[src/rtl/pipe_stage_reg.sv]
// Parametrised pipeline stage register with valid/ready handshake, stall/flush, per-channel write enables
// and a saturating stall counter. Define PIPE_SKID_BUFFER_EN to add a one-entry skid buffer.
module pipe_stage_reg #(
   parameter int                 WIDTH       = 32,
   parameter int                 CHANNELS    = 2,
   parameter logic [WIDTH-1:0]   RESET_VALUE = '0,
   parameter int                 CNT_W       = 16
) (
   input  logic                         clk,
   input  logic                         reset,
   input  logic                         in_valid,
   output logic                         in_ready,
   input  logic [CHANNELS*WIDTH-1:0]    in_data,
   input  logic [CHANNELS-1:0]          chan_we,
   output logic                         out_valid,
   input  logic                         out_ready,
   output logic [CHANNELS*WIDTH-1:0]    out_data,
   input  logic                         stall,
   input  logic                         flush,
   output logic [CNT_W-1:0]             stall_cnt
);

   localparam int DW = CHANNELS * WIDTH;

   // Handshake: a beat moves across a port on a rising edge where valid && ready are both high;
   // the producer holds valid and data stable until that edge, ready never waits on valid.

   function automatic logic [DW-1:0] merge(input logic [DW-1:0]       old_d,
                                            input logic [DW-1:0]       new_d,
                                            input logic [CHANNELS-1:0] we);
      logic [DW-1:0] r;
      r = old_d;
      for (int k = 0; k < CHANNELS; k++) begin
         if (we[k]) r[k*WIDTH +: WIDTH] = new_d[k*WIDTH +: WIDTH];
      end
      return r;
   endfunction

   logic accept;
   logic main_free;

   assign accept    = in_valid && in_ready && !flush;
   assign main_free = !out_valid || out_ready;

`ifdef PIPE_SKID_BUFFER_EN
   logic                skid_valid;
   logic [DW-1:0]       skid_data;
   logic [CHANNELS-1:0] skid_we;

   // in_ready depends only on state and stall, never on out_ready.
   assign in_ready = !skid_valid && !stall;

   always_ff @(posedge clk or posedge reset) begin
      if (reset) begin
         out_valid  <= 1'b0;
         out_data   <= {CHANNELS{RESET_VALUE}};
         skid_valid <= 1'b0;
         skid_data  <= '0;
         skid_we    <= '0;
      end else if (flush) begin
         out_valid  <= 1'b0;
         skid_valid <= 1'b0;
      end else if (!stall) begin
         if (skid_valid) begin
            if (main_free) begin
               out_valid  <= 1'b1;
               out_data   <= merge(out_data, skid_data, skid_we);
               skid_valid <= 1'b0;
            end
         end else if (accept) begin
            if (main_free) begin
               out_valid <= 1'b1;
               out_data  <= merge(out_data, in_data, chan_we);
            end else begin
               skid_valid <= 1'b1;
               skid_data  <= in_data;
               skid_we    <= chan_we;
            end
         end else if (out_valid && out_ready) begin
            out_valid <= 1'b0;
         end
      end
   end
`else
   assign in_ready = !stall && main_free;

   always_ff @(posedge clk or posedge reset) begin
      if (reset) begin
         out_valid <= 1'b0;
         out_data  <= {CHANNELS{RESET_VALUE}};
      end else if (flush) begin
         out_valid <= 1'b0;
      end else if (!stall) begin
         if (accept) begin
            out_valid <= 1'b1;
            out_data  <= merge(out_data, in_data, chan_we);
         end else if (out_valid && out_ready) begin
            out_valid <= 1'b0;
         end
      end
   end
`endif

   always_ff @(posedge clk or posedge reset) begin
      if (reset) begin
         stall_cnt <= '0;
      end else if (stall && !flush && (stall_cnt != {CNT_W{1'b1}})) begin
         stall_cnt <= stall_cnt + 1'b1;
      end
   end

endmodule

[config.mk]
export PLATFORM = sky130hd
export DESIGN_NAME = pipe_stage_reg
export DESIGN_NICKNAME = d
export VERILOG_FILES = /design/src/rtl/pipe_stage_reg.sv
export SDC_FILE = /design/constraint.sdc
export NUM_CORES = 1
export LEC_CHECK = 0
export ABC_CLOCK_PERIOD_IN_PS = 5100
export CORE_MARGIN = 3
export CORE_UTILIZATION = 40
export DETAILED_ROUTE_END_ITERATION = 7
export PLACE_DENSITY = 0.86
export SYNTH_ARGS = -nofsm -noshare
export SYNTH_HDL_FRONTEND = slang
export SYNTH_SLANG_ARGS = --single-unit
export TNS_END_PERCENT = 30
[constraint.sdc]
create_clock -name clk -period 5.1 [get_ports clk]
set_input_delay 1.02 -clock clk [delete_from_list [all_inputs] [get_ports clk]]
set_output_delay 1.02 -clock clk [all_outputs]
set_load 0.1 [all_outputs]
==> reports/qor.txt, run 1 <==
Htree depth: 3
Synth-to-Final Area Change: 57.1%
Clock sinks: 81
Worst-path clk slew: 0.08 ns
CTS tree: built
Hold_buf cts: 0
Gpl congestion: 0.810
Unique masters post-synth: 29
R2R depth: 5
Cell Area, Synth: 3240 µm²
Final Max Tran Viols: 0
Port bufs: 153
TritonCTS buffer count: 9
Core Region: 7810 µm²
Die outline width: 95.9 µm
Crit. End Element: output port
Setup Skew: 0.00750 ns
Vias: 2406
Synth area leader: dfrtp_1
Hold path start: out_data[13]
GRT Overall Usage: 17.3%
Largest net degree at the start of global routing: 44
Die ar.: 9200 µm²
Hold Fails Final Rpt: 0
LEAKAGE: 2.11 nW
Post-detailed-route via-to-cell ratio: 4.95
Worst skew pair latency: 0.34 ns
CTS max path bufs: 2
Tightest Hold Check Type: flop to flop
Number of synthesized flops with an enable pin: 0
Worst IR Drop VDD: 0.000426 V
Initial Utilization: 41.4%
Yosys warnings: 0
Num ports: 154
Tmin final: 3.82 ns
Vias in the first global route: 2510
Peak Freq: 262 MHz
Post-synth top area share: 62.6%
Syn nets: 295
Setup tns final: 0 ns
Share of cells above drive strength 1: 22.1%
First-pass GRT wire length: 12000 µm
CP required: 4.08 ns
Tot Pwr: 2.99 mW
WHS Endpoint: out_data[13]
Final ANT Viol Nets: 0
Worst slew margin: 32.6%
Cts repair resizes: 0
Crit path DAT: 2.80 ns
Crit start category: input pin
Wirelength per Cell: 16.4 µm
Crit Path Max Fanout: 2
R2r endpoint: out_data[20]
Synth top cells by count: 81 x dfrtp_1, 62 x mux2_2, 10 x xnor2_1, 8 x nand3_1, 7 x nand4_1
Yosys reg bits: 81
Die height: 95.9 µm
Clk Tree Root Cell: clkbuf_8
Launch point of the worst reg-to-reg path: out_valid
Top-count cell post-synth: dfrtp_1
Hold depth: 1
Post-synthesis sequential area ratio: 62.6%
Async S/R FF share, synth: 100%
Fill count: 610
Post-synthesis instance total: 222
Nets: 453
Synth Flop Type: dfrtp_1
Setup Fix Bufs, Post-CTS: 0
Pwr Density: 589 nW/µm²
Status: finished, final reports clean
Hpwl dp: 6110 µm
Final wirelength: 7980 µm
Initial DRC Count: 59
Max Cap Viol: 0
Endpoints failing setup: 0
Ant. Diodes: 0
Area contributors post-synth: dfrtp_1 63%, mux2_2 22%, xnor2_1 2.7%
RSZ-0062 raised after global routing: no
Cell row count: 32
DRT Pass-1 Iters: 4
Mean Syn Cell Area: 14.6 µm²
Initial antenna violation count: 0
DRC viols: 0
GR Overflow Total: 0
Setup CP Type: input pin to output port
Fin crit share: 75.0%
FF-to-FF setup slack: 2.92 ns
Worst-Margin Slew: 1.01 ns
stage by stage:
stage | setup slack [ns] | instance area [µm²] | util (%) | hold WS [ns] | std cells
2_1_floorplan | 1.77 | 3240 | - | 1.03 | 222
3_3_place_gp | 1.31 | 4870 | 62.4 | 0.469 | 471
3_5_place_dp | 1.27 | 4870 | 62.4 | 0.487 | 471
4_1_cts | 1.27 | 5080 | 65.1 | 0.506 | 486
5_1_grt | 1.25 | 5080 | 65.1 | 0.516 | 486
6_report | 1.28 | 5080 | 65.1 | 0.502 | 486
final cells by class:
cell class,instances,area (µm²),share of cell area [%]
Clock buffer,10,128,2.51
Timing Repair Buffer,157,1560,30.7
Tap cell,102,128,2.51
Inverter,3,12.5,0.246
Clock inverter,5,81.3,1.60
Multi-Input combinational cell,128,1140,22.5
Sequential cell,81,2030,39.9
registers in the layout (all words and copies together), names as in the netlist:
| signal | flops |
|---|---|
| stall_cnt | 16 |
| out_valid | 1 |
| out_data | 64 |
cell usage in the layout (no fill, tap or decap), types with 2 or more instances in the layout:
| master | instances |
|---|---|
| nand2_1 | 5 |
| a21oi_1 | 2 |
| mux2_1 | 2 |
| bufinv_16 | 2 |
| nor2_1 | 5 |
| nor2b_1 | 2 |
| inv_1 | 2 |
| and2_1 | 3 |
| mux2_2 | 62 |
| clkinv_2 | 2 |
| clkdlybuf4s50_1 | 153 |
| dfrtp_1 | 81 |
| buf_4 | 4 |
| clkbuf_8 | 9 |
| nand4_1 | 7 |
| nor3_1 | 5 |
| xor2_1 | 4 |
| nand3_1 | 8 |
| xnor2_1 | 10 |
| and3_1 | 2 |
worst max-delay path, cell delays in order:
cell	delay (ns)
clkdlybuf4s50_1	0.48
nor2b_1	0.06
nor2_1	0.09
clkdlybuf4s50_1	1.15
metal layers:
| layer | GRT usage [%] | wire (µm) | up-vias |
|---|---|---|---|
| li1 | - | - | 1095 |
| met1 | 19.4 | 3010 | 1198 |
| met2 | 30.0 | 4160 | 99 |
| met3 | 5.47 | 614 | 14 |
| met4 | 8.18 | 186 | 0 |
| met5 | 0 | 0 | - |
worst max-delay path by stage:
stage,start,to,slack [ns],depth (start not counted)
after floorplan,out_ready,in_ready,1.77,2
after global placement,out_ready,in_ready,1.31,4
after detailed placement,out_ready,in_ready,1.27,4
after CTS,out_ready,in_ready,1.27,4
after global routing,out_ready,in_ready,1.25,4
final,out_ready,in_ready,1.28,4
logic make-up after synthesis:
logic type | after synthesis | share of synthesized area [%]
buffers and inverters | 13 | 1.97
DFF | 81 | 62.6
adders and majority gates | 1 | 0.387
muxes | 65 | 22.7
AOI/OAI and AO/OA | 4 | 0.657
and+or+nand+nor | 44 | 7.81
xor gates and xnor gates | 14 | 3.79
where the power goes:
group	leakage, nW	internal (mW)	switching (mW)	total, mW
clock network	0.102	0.273	0.219	0.493
logic	1.01	0.397	1.22	1.62
registers	0.995	0.784	0.0948	0.879
total	2.11	1.45	1.54	2.99
No activity file was read; power rests on OpenSTA's default activity.
==> inputs of run 2 (changes only) <==
- ABC_CLOCK_PERIOD_IN_PS: 5100 -> 3400
- CORE_UTILIZATION: 40 -> 37
- PLACE_DENSITY: 0.86 -> 0.84
- clock period: 5.1 -> 3.4 ns (I/O delays scaled with it)
==> reports/qor.txt, run 2 (synthesis gave the netlist of run 1 again) <==
Die height: 99.5 µm
WHS: 0.492 ns
Placed cell area: 4830 µm²
TritonCTS buffer count: 9
Worst slew margin: 33.3%
Gpl congestion: 0.844
Max stage delay on crit path: 1.14 ns
Ant. Diodes: 0
Fin crit share: 74.2%
Final instance area: 5050 µm²
Post-detailed-route via-to-cell ratio: 4.79
Crit start category: flop
Endpoints failing setup: 0
Fill count: 680
Initial Utilization: 38.8%
Number of flip-flops under the largest register name: 64
Htree depth: 3
Peak Freq: 397 MHz
Tightest Hold Check Type: flop to flop
Setup tns final: 0 ns
Delay-heaviest family, CP: buffers and inverters
Final ANT Viol Nets: 0
Worst-Margin Slew: 0.997 ns
Vias: 2353
Port bufs: 153
Hpwl dp: 6060 µm
CTS max path bufs: 2
Pwr Density: 888 nW/µm²
Cell row count: 33
Largest net degree at the start of global routing: 49
Tmin final: 2.52 ns
Vias in the first global route: 2448
Synth-to-Final Area Change: 56.2%
CP required: 2.72 ns
Most flops, register: out_data
First-pass GRT wire length: 12800 µm
Clk Tree Root Cell: clkbuf_8
Cts repair resizes: 0
Hold_buf cts: 0
Die ar.: 9900 µm²
Nets: 454
RSZ-0062 raised after global routing: no
Wirelength per Cell: 15.8 µm
Final Core Density: 60.6%
Crit Path Max Fanout: 2
Crit path DAT: 1.84 ns
Initial DRC Count: 47
Clock sinks: 81
Regs by FF count: out_data x64, stall_cnt x16, out_valid x1
Share of cells above drive strength 1: 29.0%
Worst skew pair latency: 0.33 ns
Final wirelength: 7760 µm
Setup Fix Bufs, Post-CTS: 0
Hold Fails Final Rpt: 0
DRC viols: 0
CTS tree: built
Crit. End Element: output port
Buffers plus inverters on the worst setup path: 1
Core Region: 8340 µm²
GRT Overall Usage: 16.4%
Worst IR Drop VDD: 0.000840 V
GR Overflow Total: 0
Critical path cell sequence: clkdlybuf4s50_1
Setup CP Type: flop to output port
LEAKAGE: 2.17 nW
Commonest non-fill, non-tap cell in the layout: clkdlybuf4s50_1
Commonest cells after routing, fill and taps aside: 128 x clkdlybuf4s50_1, 81 x dfrtp_1, 62 x mux2_2
DRT Pass-1 Iters: 4
Num ports: 154
Die outline width: 99.5 µm
Initial antenna violation count: 0
Max Cap Viol: 0
Slowest-stage cell, CP: clkdlybuf4s50_1
Final Max Tran Viols: 0
Worst-path clk slew: 0.08 ns
Setup Skew: 0.00710 ns
Status: finished, final reports clean
## run 2: cell count changes in the layout (fill, tap and decap cells not counted), sizes merged
cell	before	now
clkinv	3	4
buf	4	30
clkinvlp	1	0
clkdlybuf4s50	153	128
clkbuf	10	11
## run 2: metrics by stage
step                      std cells  total power, mW  worst slack [ns]
after detailed placement        475             3.76             0.632
after global routing            491             4.65             0.825
after CTS                       491             4.53             0.851
final                           491             4.49             0.878
after global placement          475             3.73             0.736
after floorplan                 222             3.16             0.445
## run 2: per-layer routing
metal / track usage, % / routed length [µm] / up-vias
li1: - / - / 1103
met1: 21.1 / 3120 / 1158
met5: 0 / 0 / -
met3: 3.93 / 517 / 9
met2: 27.3 / 4030 / 83
met4: 5.04 / 87 / 0
## run 2: power by group
group          total, mW  internal (mW)  switching [mW]
Sequential          1.32           1.18           0.145
Clock              0.763          0.433           0.330
Combinational       2.40          0.577            1.83
## run 2: final timing paths
| kind | to | depth (start not counted) | slack, ns | from |
|---|---|---|---|---|
| setup / recovery | out_data[3] | 1 | 0.88 | out_data[3] |
| min in group asynchronous | out_data[4] | 2 | 0.73 | reset |
| setup reg to reg | stall_cnt[1] | 5 | 1.47 | stall_cnt[0] |
| max in group asynchronous | out_data[10] | 3 | 2.02 | reset |
| hold / removal | out_data[13] | 1 | 0.49 | out_data[13] |
| hold reg to reg | out_data[13] | 1 | 0.49 | out_data[13] |
## run 2: layout make-up
class / count / area, µm² / share of cell area, %
flip-flops and latches: 81 / 2030 / 40.1
repair buffers: 158 / 1520 / 30.0
multi-input cells: 128 / 1140 / 22.6
clock buffers: 11 / 141 / 2.80
well taps: 105 / 131 / 2.60
clock inverters: 5 / 78.8 / 1.56
inverters: 3 / 12.5 / 0.248
==> edit (config.mk and constraints of run 2) <==
Change the parameter `CNT_W` from 16 to 32.
--- a/src/rtl/pipe_stage_reg.sv
+++ b/src/rtl/pipe_stage_reg.sv
@@ -6,3 +6,3 @@
    parameter logic [WIDTH-1:0]   RESET_VALUE = '0,
-   parameter int                 CNT_W       = 16
+   parameter int                 CNT_W       = 32
 ) (
Ports: changed (resized stall_cnt); port bits go from 154 to 170. No check against the original RTL was run, so the function may have changed too.
==> edit against run 2 <==
Critical path type unchanged; total power grew 5.6%; setup slack lost 0.033 ns; final area grew 18%; fmax shrank 1.3%; sequential cell count grew 16; wire length grew 25%; non-clock buffer count grew 15; synthesized area grew 23%; highest routed layer unchanged.
==> edit: results (changes against run 2) <==
Synthesis
  – Gate count of the mapped netlist: 290 (+31%)
  – Post-synth top cells: 97 x sky130_fd_sc_hd__dfrtp_1, 65 x sky130_fd_sc_hd__mux2_2, 20 x sky130_fd_sc_hd__xnor2_1
  – Synthesized-area fraction occupied by xor and xnor cells: 0.0658 (+0.0279)
  – Fraction of synthesized area in multiplexers: 0.183 (-0.0440)
  – Arithmetic-cell share of the synthesized area counting full adders, half adders and majority gates: 0.00313 (-0.000732)
  – Dominant cells by area after synthesis: sky130_fd_sc_hd__dfrtp_1 61%, sky130_fd_sc_hd__mux2_2 18%, sky130_fd_sc_hd__xnor2_1 4.4%
  – Portion of the post-synthesis area used by sequential elements: 0.608 (-0.0183)
  – Compound-gate portion of the synthesized area: 0.0219 (+0.0154)

Placed design
  – Global placer's final weighted congestion: 0.799 (-5.4%)
  – Number of port buffers: 169 (+10%)
  – DP Wirelength: 7500 microns (+24%)
  – Placed cell count: 588 (+24%)

GRT
  – Largest net degree at the start of global routing: 56 (+14%)
  – GR Util All Layers: 0.160 (-0.00327)
  – Wire length of the first global-routing pass: 14,900 microns (+17%)
  – Vias in the first global route: 3,011 (+23%)

Hold path
  – Worst min-delay path startpoint: stall_cnt[31]
  – End of the worst hold path: stall_cnt[31]

Worst setup path
  – Data arrival time of the critical path: 1.87 ns (+0.03 ns)
  – R2r setup slk: 1.04 ns (-0.43 ns)
  – Worst setup startpoint: out_data[50]
  – Register-to-Register Path Depth: 6 (+1)
  – Delay of the slowest cell on the worst path: 1.16 ns (+0.02 ns)

Final layout
  – Fill count: 851 (+25%)
  – Fraction of final layout cells sized beyond drive strength 1: 0.274 (-0.0167)
  – Non-filler instance count after layout: 604 (+23%)

Clock tree
  – Insertion delay to the later sink of the worst-skew pair: 0.35 ns (+0.02 ns)

Drt
  – Via density per instance: 4.85 (+1.2%)

Run status
  – Run status: complete, no violations

Power
  – Lkg Pwr: 2.56 nW (+18%)
  – IR Drop Worst-Case VDD: 0.860 mV (+2.4%)

Timing
  – Layout Skew: 0.00845 ns (+0.00136 ns)
  – Slew at the pin closest to its max-slew limit: 1.01 ns (+0.00823 ns)
==> edit: cell count changes after synthesis, moves of 3 or more <==
| cell | before | now |
|---|---|---|
| sky130_fd_sc_hd__xor2_1 | 4 | 10 |
| sky130_fd_sc_hd__mux2_2 | 62 | 65 |
| sky130_fd_sc_hd__dfrtp_1 | 81 | 97 |
| sky130_fd_sc_hd__nand3_1 | 8 | 18 |
| sky130_fd_sc_hd__nand2_1 | 5 | 13 |
| sky130_fd_sc_hd__nor2_1 | 5 | 8 |
| sky130_fd_sc_hd__nand4_1 | 7 | 12 |
| sky130_fd_sc_hd__xnor2_1 | 10 | 20 |
==> edit: final cells by class <==
cell class,count,area share
multi-input cells,178,0.249
flip-flops and latches,97,0.407
inverters,4,0.00293
repair buffers,173,0.274
well taps,136,0.0285
clock inverters,4,0.0126
clock buffers,12,0.0260
==> edit: metal layers <==
metal	GRT usage	wire length, microns
met1	0.188	3840
met2	0.274	4860
met3	0.0534	872
met4	0.0570	102
met5	0	0
==> edit: metrics by stage <==
| stage | hold slack, ns | power, mW | worst slack (ns) | area (sq um) | utilization |
|---|---|---|---|---|---|
| 2_1_floorplan | 0.743 | 3.34 | 0.186 | 4000 | - |
| 3_3_place_gp | 0.483 | 3.91 | 0.897 | 5740 | 0.551 |
| 3_5_place_dp | 0.495 | 3.94 | 0.874 | 5740 | 0.551 |
| 4_1_cts | 0.514 | 4.79 | 0.812 | 5970 | 0.573 |
| 5_1_grt | 0.521 | 4.91 | 0.778 | 5970 | 0.573 |
| 6_report | 0.510 | 4.74 | 0.845 | 5970 | 0.573 |
==> edit: power by group <==
| group | internal [mW] | switching [mW] | leakage, nW |
|---|---|---|---|
| sequential | 1.37 | 0.142 | 1.21 |
| clock | 0.455 | 0.385 | 0.109 |
| combinational | 0.570 | 1.83 | 1.24 |
